### config.mk
export PLATFORM = sky130hd
export DESIGN_NAME = bin_bcd_7seg_seq
export DESIGN_NICKNAME = d
export VERILOG_FILES = /design/src/rtl/bin_bcd_7seg_seq.sv
export SDC_FILE = /design/constraint.sdc
export NUM_CORES = 1
export LEC_CHECK = 0
export ABC_CLOCK_PERIOD_IN_PS = 2520
export CAP_MARGIN = 40
export CORE_MARGIN = 2
export CORE_UTILIZATION = 49
export DETAILED_ROUTE_END_ITERATION = 7
export PLACE_DENSITY = 0.72
export SETUP_SLACK_MARGIN = 0.02
export SKIP_LAST_GASP = 1
export SYNTH_ARGS = -nofsm -noshare
export SYNTH_HDL_FRONTEND = slang
export SYNTH_SLANG_ARGS = --single-unit
### constraint.sdc
create_clock -name clk -period 2.52 [get_ports clk]
set_input_delay 0.252 -clock clk [delete_from_list [all_inputs] [get_ports clk]]
set_output_delay 0.252 -clock clk [all_outputs]
set_load 0.03 [all_outputs]
### src/rtl/bin_bcd_7seg_seq.sv
// Serial binary-to-BCD converter (shift-add-3) with registered BCD, overflow
// and active-low 7-segment outputs for the lab board display bank.
//
// state | meaning
// IDLE  | waiting for start; outputs hold the last result
// SHIFT | one add-3/shift step per cycle, N steps total
// LOAD  | publish wb to bcd/seg/ovf and pulse done
module bin_bcd_7seg_seq #(
    parameter int N        = 8,
    parameter int D        = 3,
    parameter int BLANK_LZ = 1
) (
    input  logic             clk,
    input  logic             rst_n,
    input  logic             start,
    input  logic [N-1:0]     bin,
    output logic             busy,
    output logic             done,
    output logic [4*D-1:0]   bcd,
    output logic [7*D-1:0]   seg,
    output logic             ovf
);

    localparam int CW = (N > 1) ? $clog2(N) : 1;

    typedef enum logic [1:0] {IDLE, SHIFT, LOAD} state_t;

    state_t          state_q;
    logic [N-1:0]    sr_q, sr_d;
    logic [4*D-1:0]  wb_q, wb_d, wb_adj;
    logic            sticky_q, carry;
    logic [CW-1:0]   cnt_q;
    logic            busy_q, done_q, ovf_q;
    logic [4*D-1:0]  bcd_q;
    logic [7*D-1:0]  seg_q, seg_d;

    function automatic logic [6:0] seg7(input logic [3:0] dg);
        case (dg)
            4'd0:    seg7 = 7'b0000001;
            4'd1:    seg7 = 7'b1001111;
            4'd2:    seg7 = 7'b0010010;
            4'd3:    seg7 = 7'b0000110;
            4'd4:    seg7 = 7'b1001100;
            4'd5:    seg7 = 7'b0100100;
            4'd6:    seg7 = 7'b0100000;
            4'd7:    seg7 = 7'b0001111;
            4'd8:    seg7 = 7'b0000000;
            4'd9:    seg7 = 7'b0000100;
            default: seg7 = 7'b1111111;
        endcase
    endfunction

    // Walk from the most significant digit down; a digit is blanked while
    // everything at and above it is still zero. Digit 0 always shows.
    function automatic logic [7*D-1:0] decode(input logic [4*D-1:0] v);
        logic       lead;
        logic [3:0] dg;
        decode = '0;
        lead   = 1'b1;
        for (int i = D - 1; i >= 0; i--) begin
            dg = v[4*i +: 4];
            if (dg != 4'd0) lead = 1'b0;
            if ((BLANK_LZ != 0) && lead && (i > 0))
                decode[7*i +: 7] = 7'b1111111;
            else
                decode[7*i +: 7] = seg7(dg);
        end
    endfunction

    // One double-dabble step: correct every digit >= 5, then shift {wb, sr}.
    always_comb begin
        wb_adj = wb_q;
        for (int i = 0; i < D; i++) begin
            if (wb_q[4*i +: 4] >= 4'd5)
                wb_adj[4*i +: 4] = wb_q[4*i +: 4] + 4'd3;
        end
        {carry, wb_d, sr_d} = {wb_adj, sr_q, 1'b0};
    end

    // Segment patterns for the working value, registered only on LOAD.
    always_comb begin
        seg_d = decode(wb_q);
    end

    // Control FSM and all output registers.
    always_ff @(posedge clk) begin
        if (!rst_n) begin
            state_q  <= IDLE;
            sr_q     <= '0;
            wb_q     <= '0;
            sticky_q <= 1'b0;
            cnt_q    <= '0;
            busy_q   <= 1'b0;
            done_q   <= 1'b0;
            bcd_q    <= '0;
            seg_q    <= decode('0);
            ovf_q    <= 1'b0;
        end else begin
            done_q <= 1'b0;
            case (state_q)
                IDLE: begin
                    if (start) begin
                        sr_q     <= bin;
                        wb_q     <= '0;
                        sticky_q <= 1'b0;
                        cnt_q    <= '0;
                        busy_q   <= 1'b1;
                        state_q  <= SHIFT;
                    end
                end
                SHIFT: begin
                    sr_q     <= sr_d;
                    wb_q     <= wb_d;
                    sticky_q <= sticky_q | carry;
                    cnt_q    <= cnt_q + CW'(1);
                    if (cnt_q == CW'(N - 1))
                        state_q <= LOAD;
                end
                LOAD: begin
                    bcd_q   <= wb_q;
                    ovf_q   <= sticky_q;
                    seg_q   <= seg_d;
                    done_q  <= 1'b1;
                    busy_q  <= 1'b0;
                    state_q <= IDLE;
                end
                default: begin
                    state_q <= IDLE;
                    busy_q  <= 1'b0;
                end
            endcase
        end
    end

    assign busy = busy_q;
    assign done = done_q;
    assign bcd  = bcd_q;
    assign seg  = seg_q;
    assign ovf  = ovf_q;

endmodule

# Word level (Yosys, flattened, before mapping)
# Memory sizes are Yosys's and may differ from the RTL's. A register that Yosys moved wholly into a read port is not among the register bits.
# Index checks and enable logic that the tools add are counted.
# W data, S select, Z words.
# word_totals
output_inout_bits	36
regBits	62
wordCells	60
mem_bits_ro	336
mem_count	3
# memory_table
name	depth	width	read_ports	rd_clocked_by_memory_dff	write_ports	line_no	rtl
(name not given)	16	7	1	1	0	38	case (dg)
(name not given)	16	7	1	1	0	38	
(name not given)	16	7	1	1	0	38	
# op_classes
n_reduce_logical	8
order_cmp	3
muxes	25
n_eq_ne	5
bitwise_logic	2
n_addsub	4
# op_table
cell	count
$mux W4	7
$pmux W12 S2	1
$pmux W8 S2	1
$mux W7	2
$add A4 B2 Y4 const B	3
$ge A4 B3 Y1 const B	3
$mux W12	1
$mux W8	1
$reduce_bool A4 Y1	2
$pmux W3 S2	1
$reduce_and A2 Y1	3
$mux W1	5
$mux W2	2
$ne A2 B2 Y1 const B	2
$pmux W1 S2	2
$pmux W2 S2	1
$add A3 B1 Y3 const B	1
$eq A3 B3 Y1 const B	1
$mux W3	1
$eq A2 B1 Y1 const B	1
$eq A2 B2 Y1 const B	1
$logic_not A2 Y1	1
$reduce_bool A2 Y1	1
$logic_not A1 Y1	1
other kinds (2)	2

# Depth between registers and ports, before layout
# depth
depth_word	5
depth_mapped	12

# Worst setup path after synthesis
# Ideal clock, no wire load.
# synth_path
kind	flip-flop to flip-flop
start	register wb_q[4]
end	register with a tool-made name
slack_ns	0.327
required_ns	2.432
arrival_ns	2.105
n_path_buf	0
period_less_slack_ns	2.193
path_stages_with_launch	10
cell_sequence	dfxtp_1 -> inv_1 -> ha_1 -> nor2b_1 -> or3_1 -> a21oi_1 -> a21o_1 -> inv_1 -> ha_1 -> a311oi_2
# synth_lines
element	line_no	rtl
start: declaration	30	logic [4*D-1:0] wb_q, wb_d, wb_adj;
start signal: assignment	113	wb_q <= wb_d;

==> impl_metrics.env <==
export IMPL_cp_cell_sequence="inv_1 > ha_1 > nor2b_1 > or3_1 > a21oi_1 > a21o_1 > inv_1 > ha_1 > a311oi_2"
export IMPL_placed_cell_area_um2=4170
export IMPL_synth_edff_count=0
export IMPL_fillers=644
export IMPL_swShare=0.229
export IMPL_grt_pass1_wl_mm=12.8
export IMPL_status="finished, final reports clean"
export IMPL_cp_slowest_cell="dfxtp_1"
export IMPL_cp_start_kind="flip-flop"
export IMPL_hold_viol=0
export IMPL_drive_above_1_share=0.119
export IMPL_final_cell_count_no_fill=562
export IMPL_rows=31
export IMPL_clkLatencyLatePin_ns=0.35
export IMPL_via_per_inst=5.23
export IMPL_fin_area_um2=4370
export IMPL_grt_pass1_vias=2815
export IMPL_grt_max_degree=26
export IMPL_n_antenna_cell=0
export IMPL_cts_resized=0
export IMPL_pwr_share_clk=0.413
export IMPL_cts_hold_buffers_added=0
export IMPL_cts_sinks=76
export IMPL_power_switching_w=0.000519
export IMPL_ant_nets=0
export IMPL_ir_drop_mv=0.363
export IMPL_die_width_um=89.8
export IMPL_maxCapViolations=0
export IMPL_syn_area_um2=3610
export IMPL_yosysSeqAreaShare=0.421
export IMPL_initial_core_util=0.503
export IMPL_synth_ff_type="dfxtp_1"
export IMPL_drc=0
export IMPL_critPathBufInv=2
export IMPL_r2r_cells=9
export IMPL_final_setup_viol_count=0
export IMPL_die_h_um=89.8
export IMPL_ys_warnings_count=0
export IMPL_timing_fmax_mhz=423
export IMPL_htree_num_levels=3
export IMPL_holdPathStages=2
export IMPL_comb_power_share=0.047
export IMPL_grt_overflow=0
export IMPL_numCtsBuffers=9
export IMPL_num_vias=2938
export IMPL_arrival_ns=2.62
export IMPL_path_depth=9
export IMPL_ios=47
export IMPL_wl_mm=7.56
export IMPL_rsz0062_at_grt="false"
export IMPL_slew_headroom=0.522
export IMPL_power_density_nw_per_um2=518
export IMPL_seqPwrFrac=0.540
export IMPL_leakagePower_nw=1.74
export IMPL_grt_use_total=0.192
export IMPL_post_cts_buffers=0
export IMPL_syn_inst=413
export IMPL_crit_type="reg2reg"
export IMPL_antenna_found_initial=0
export IMPL_worstPathRequired_ns=2.78
export IMPL_internal_power_w=0.00175
export IMPL_cts_path_max_buffers=2
export IMPL_drtIter0Drc=164
export IMPL_routabilityCongestion=0.885
export IMPL_crit_family="adder cells"
export IMPL_async_flop_share=0
export IMPL_ys_ff_latch=76
export IMPL_area_delta_synth_final_pct=21.1
export IMPL_setup_tns_ns=0
export IMPL_p_total_w=0.00227
export IMPL_dp_cells=546
export IMPL_max_stage_delay_ns=0.43
export IMPL_hpwl_mm=5.47
export IMPL_post_route_min_period_ns=2.36
export IMPL_core_area_um2=7180
export IMPL_syn_num_nets=449
export IMPL_cp_max_fo=5
export IMPL_finalNetCount=494
export IMPL_min_path_type="reg2reg"
export IMPL_worst_slew_pin_slew_ns=0.715
export IMPL_first_pass_iters=4
export IMPL_die_area_um2=8070
export IMPL_synth_cell_types=52
export IMPL_endpoint_kind="flip-flop"
export IMPL_cts_clk_slew_worst_paths_ns=0.07
export IMPL_utilization=0.610
export IMPL_io_buffer_count=46
export IMPL_rrSetupSlack_ns=0.16
export IMPL_cts_tree="yes"
export IMPL_avgSynthCellArea_um2=8.74
export IMPL_fin_crit_sh=0.937
export IMPL_wl_per_cell_um=13.4
export IMPL_finalClockSkew_ns=0.00967
export IMPL_drv_slew=0
export IMPL_cts_root_buf="clkbuf_8"
==> per-stage QoR <==
stage	setup slack, ns	hold slack [ns]
CTS	0.183	0.443
finish	0.159	0.443
detailed placement	0.132	0.426
global route	0.0205	0.472
floorplan	0.327	0.418
global placement	0.192	0.421
==> final timing paths <==
kind | startpoint | end
worst max-delay path | wb_q[4]$_SDFFE_PN0N_ | flip-flop
worst min-delay path | flip-flop | seg[9]$_SDFFE_PN1P_
worst max register to register | wb_q[4]$_SDFFE_PN0N_ | flip-flop
worst min register to register | flip-flop | seg[9]$_SDFFE_PN1P_
==> kinds of logic (layout without fill, tap and decap cells) <==
| kind of cell | Yosys count | count (layout) | share of synthesized area |
|---|---|---|---|
| flops | 76 | 76 | 0.421 |
| mux | 8 | 8 | 0.0222 |
| xor+xnor | 2 | 2 | 0.00485 |
| compound gates | 107 | 107 | 0.205 |
| fa+ha+maj | 25 | 25 | 0.0866 |
| simple gates | 147 | 147 | 0.200 |
| buf+inv | 48 | 98 | 0.0603 |
==> cell usage after synthesis (2+ instances only) <==
library cell	instances	area [um2]
a2111o_1	2	22.5
a211oi_1	3	22.5
a21o_1	3	22.5
a21oi_1	27	135
a221oi_2	2	30.0
a22o_1	3	26.3
a22oi_1	2	15.0
a311oi_1	2	17.5
a311oi_2	2	30.0
a31oi_1	3	18.8
and2_1	4	25.0
and3_1	3	18.8
and4bb_2	2	25.0
buf_2	8	40.0
buf_4	2	15.0
buf_6	2	22.5
clkbuf_1	14	52.6
dfxtp_1	76	1520
ha_1	25	313
inv_1	16	60.1
inv_2	4	15.0
mux2i_1	8	80.1
nand2_1	66	248
nand2b_1	5	31.3
nand3_1	12	60.1
nor2_1	24	90.1
nor2b_1	4	25.0
nor3_1	14	70.1
nor3_2	3	30.0
o211a_2	2	20.0
o211ai_1	2	15.0
o21ai_0	32	160
o21ai_1	3	15.0
o22ai_1	10	62.6
o31ai_2	2	25.0
or2_0	2	12.5
or3_1	3	18.8
xnor2_1	2	17.5
==> worst min-delay path, cell delays in order (launching register included) <==
cell	delay (ns)
dfxtp_1	0.31
o22ai_1	0.05
nand2_1	0.05
==> area by class of cell <==
cell class,instances,area (um2),area share
sequential,76,1520,0.348
multi-input combinational,289,1870,0.428
clock inverter,5,60.1,0.0137
inverter,22,87.6,0.0200
timing repair buffer,60,566,0.129
tap,99,124,0.0283
clock buffer,11,141,0.0323
==> per-layer routing <==
metal,global-route usage,part of all wire,vias up
li1,-,-,1519
met1,0.249,0.48,1359
met2,0.320,0.48,46
met3,0.0319,0.027,14
met4,0.0769,0.020,0
met5,0,0,-
==> power by group through the flow <==
| stage | Clock, W | Sequential (W) | Combinational [W] |
|---|---|---|---|
| after floorplan | 0 | 0.00125 | 0.0000661 |
| after global placement | 0 | 0.00125 | 0.000103 |
| after detailed placement | 0 | 0.00125 | 0.000105 |
| after CTS | 0.000950 | 0.00122 | 0.000106 |
| after global routing | 0.00100 | 0.00123 | 0.000117 |
| final | 0.000937 | 0.00122 | 0.000106 |
==> placed cells by master, fill, tap and decap left out, drive strengths merged, types with 2 or more instances in the layout <==
cell type,Yosys,routed
a2111o,2,2
a211oi,3,3
a21o,3,3
a21oi,27,27
a221oi,2,2
a22o,3,3
a22oi,2,2
a311oi,4,4
a31oi,3,3
and2,4,4
and3,3,3
and4bb,2,2
buf,12,14
clkbuf,14,11
clkdlybuf4s50,0,46
clkinv,2,4
dfxtp,76,76
ha,25,25
inv,20,21
mux2i,8,8
nand2,66,66
nand2b,5,5
nand3,12,12
nor2,24,24
nor2b,4,4
nor3,18,18
o211a,2,2
o211ai,2,2
o21ai,35,35
o22ai,10,10
o31ai,3,3
or2,2,2
or3,3,3
xnor2,2,2
Power figures use the tool's default switching activity.
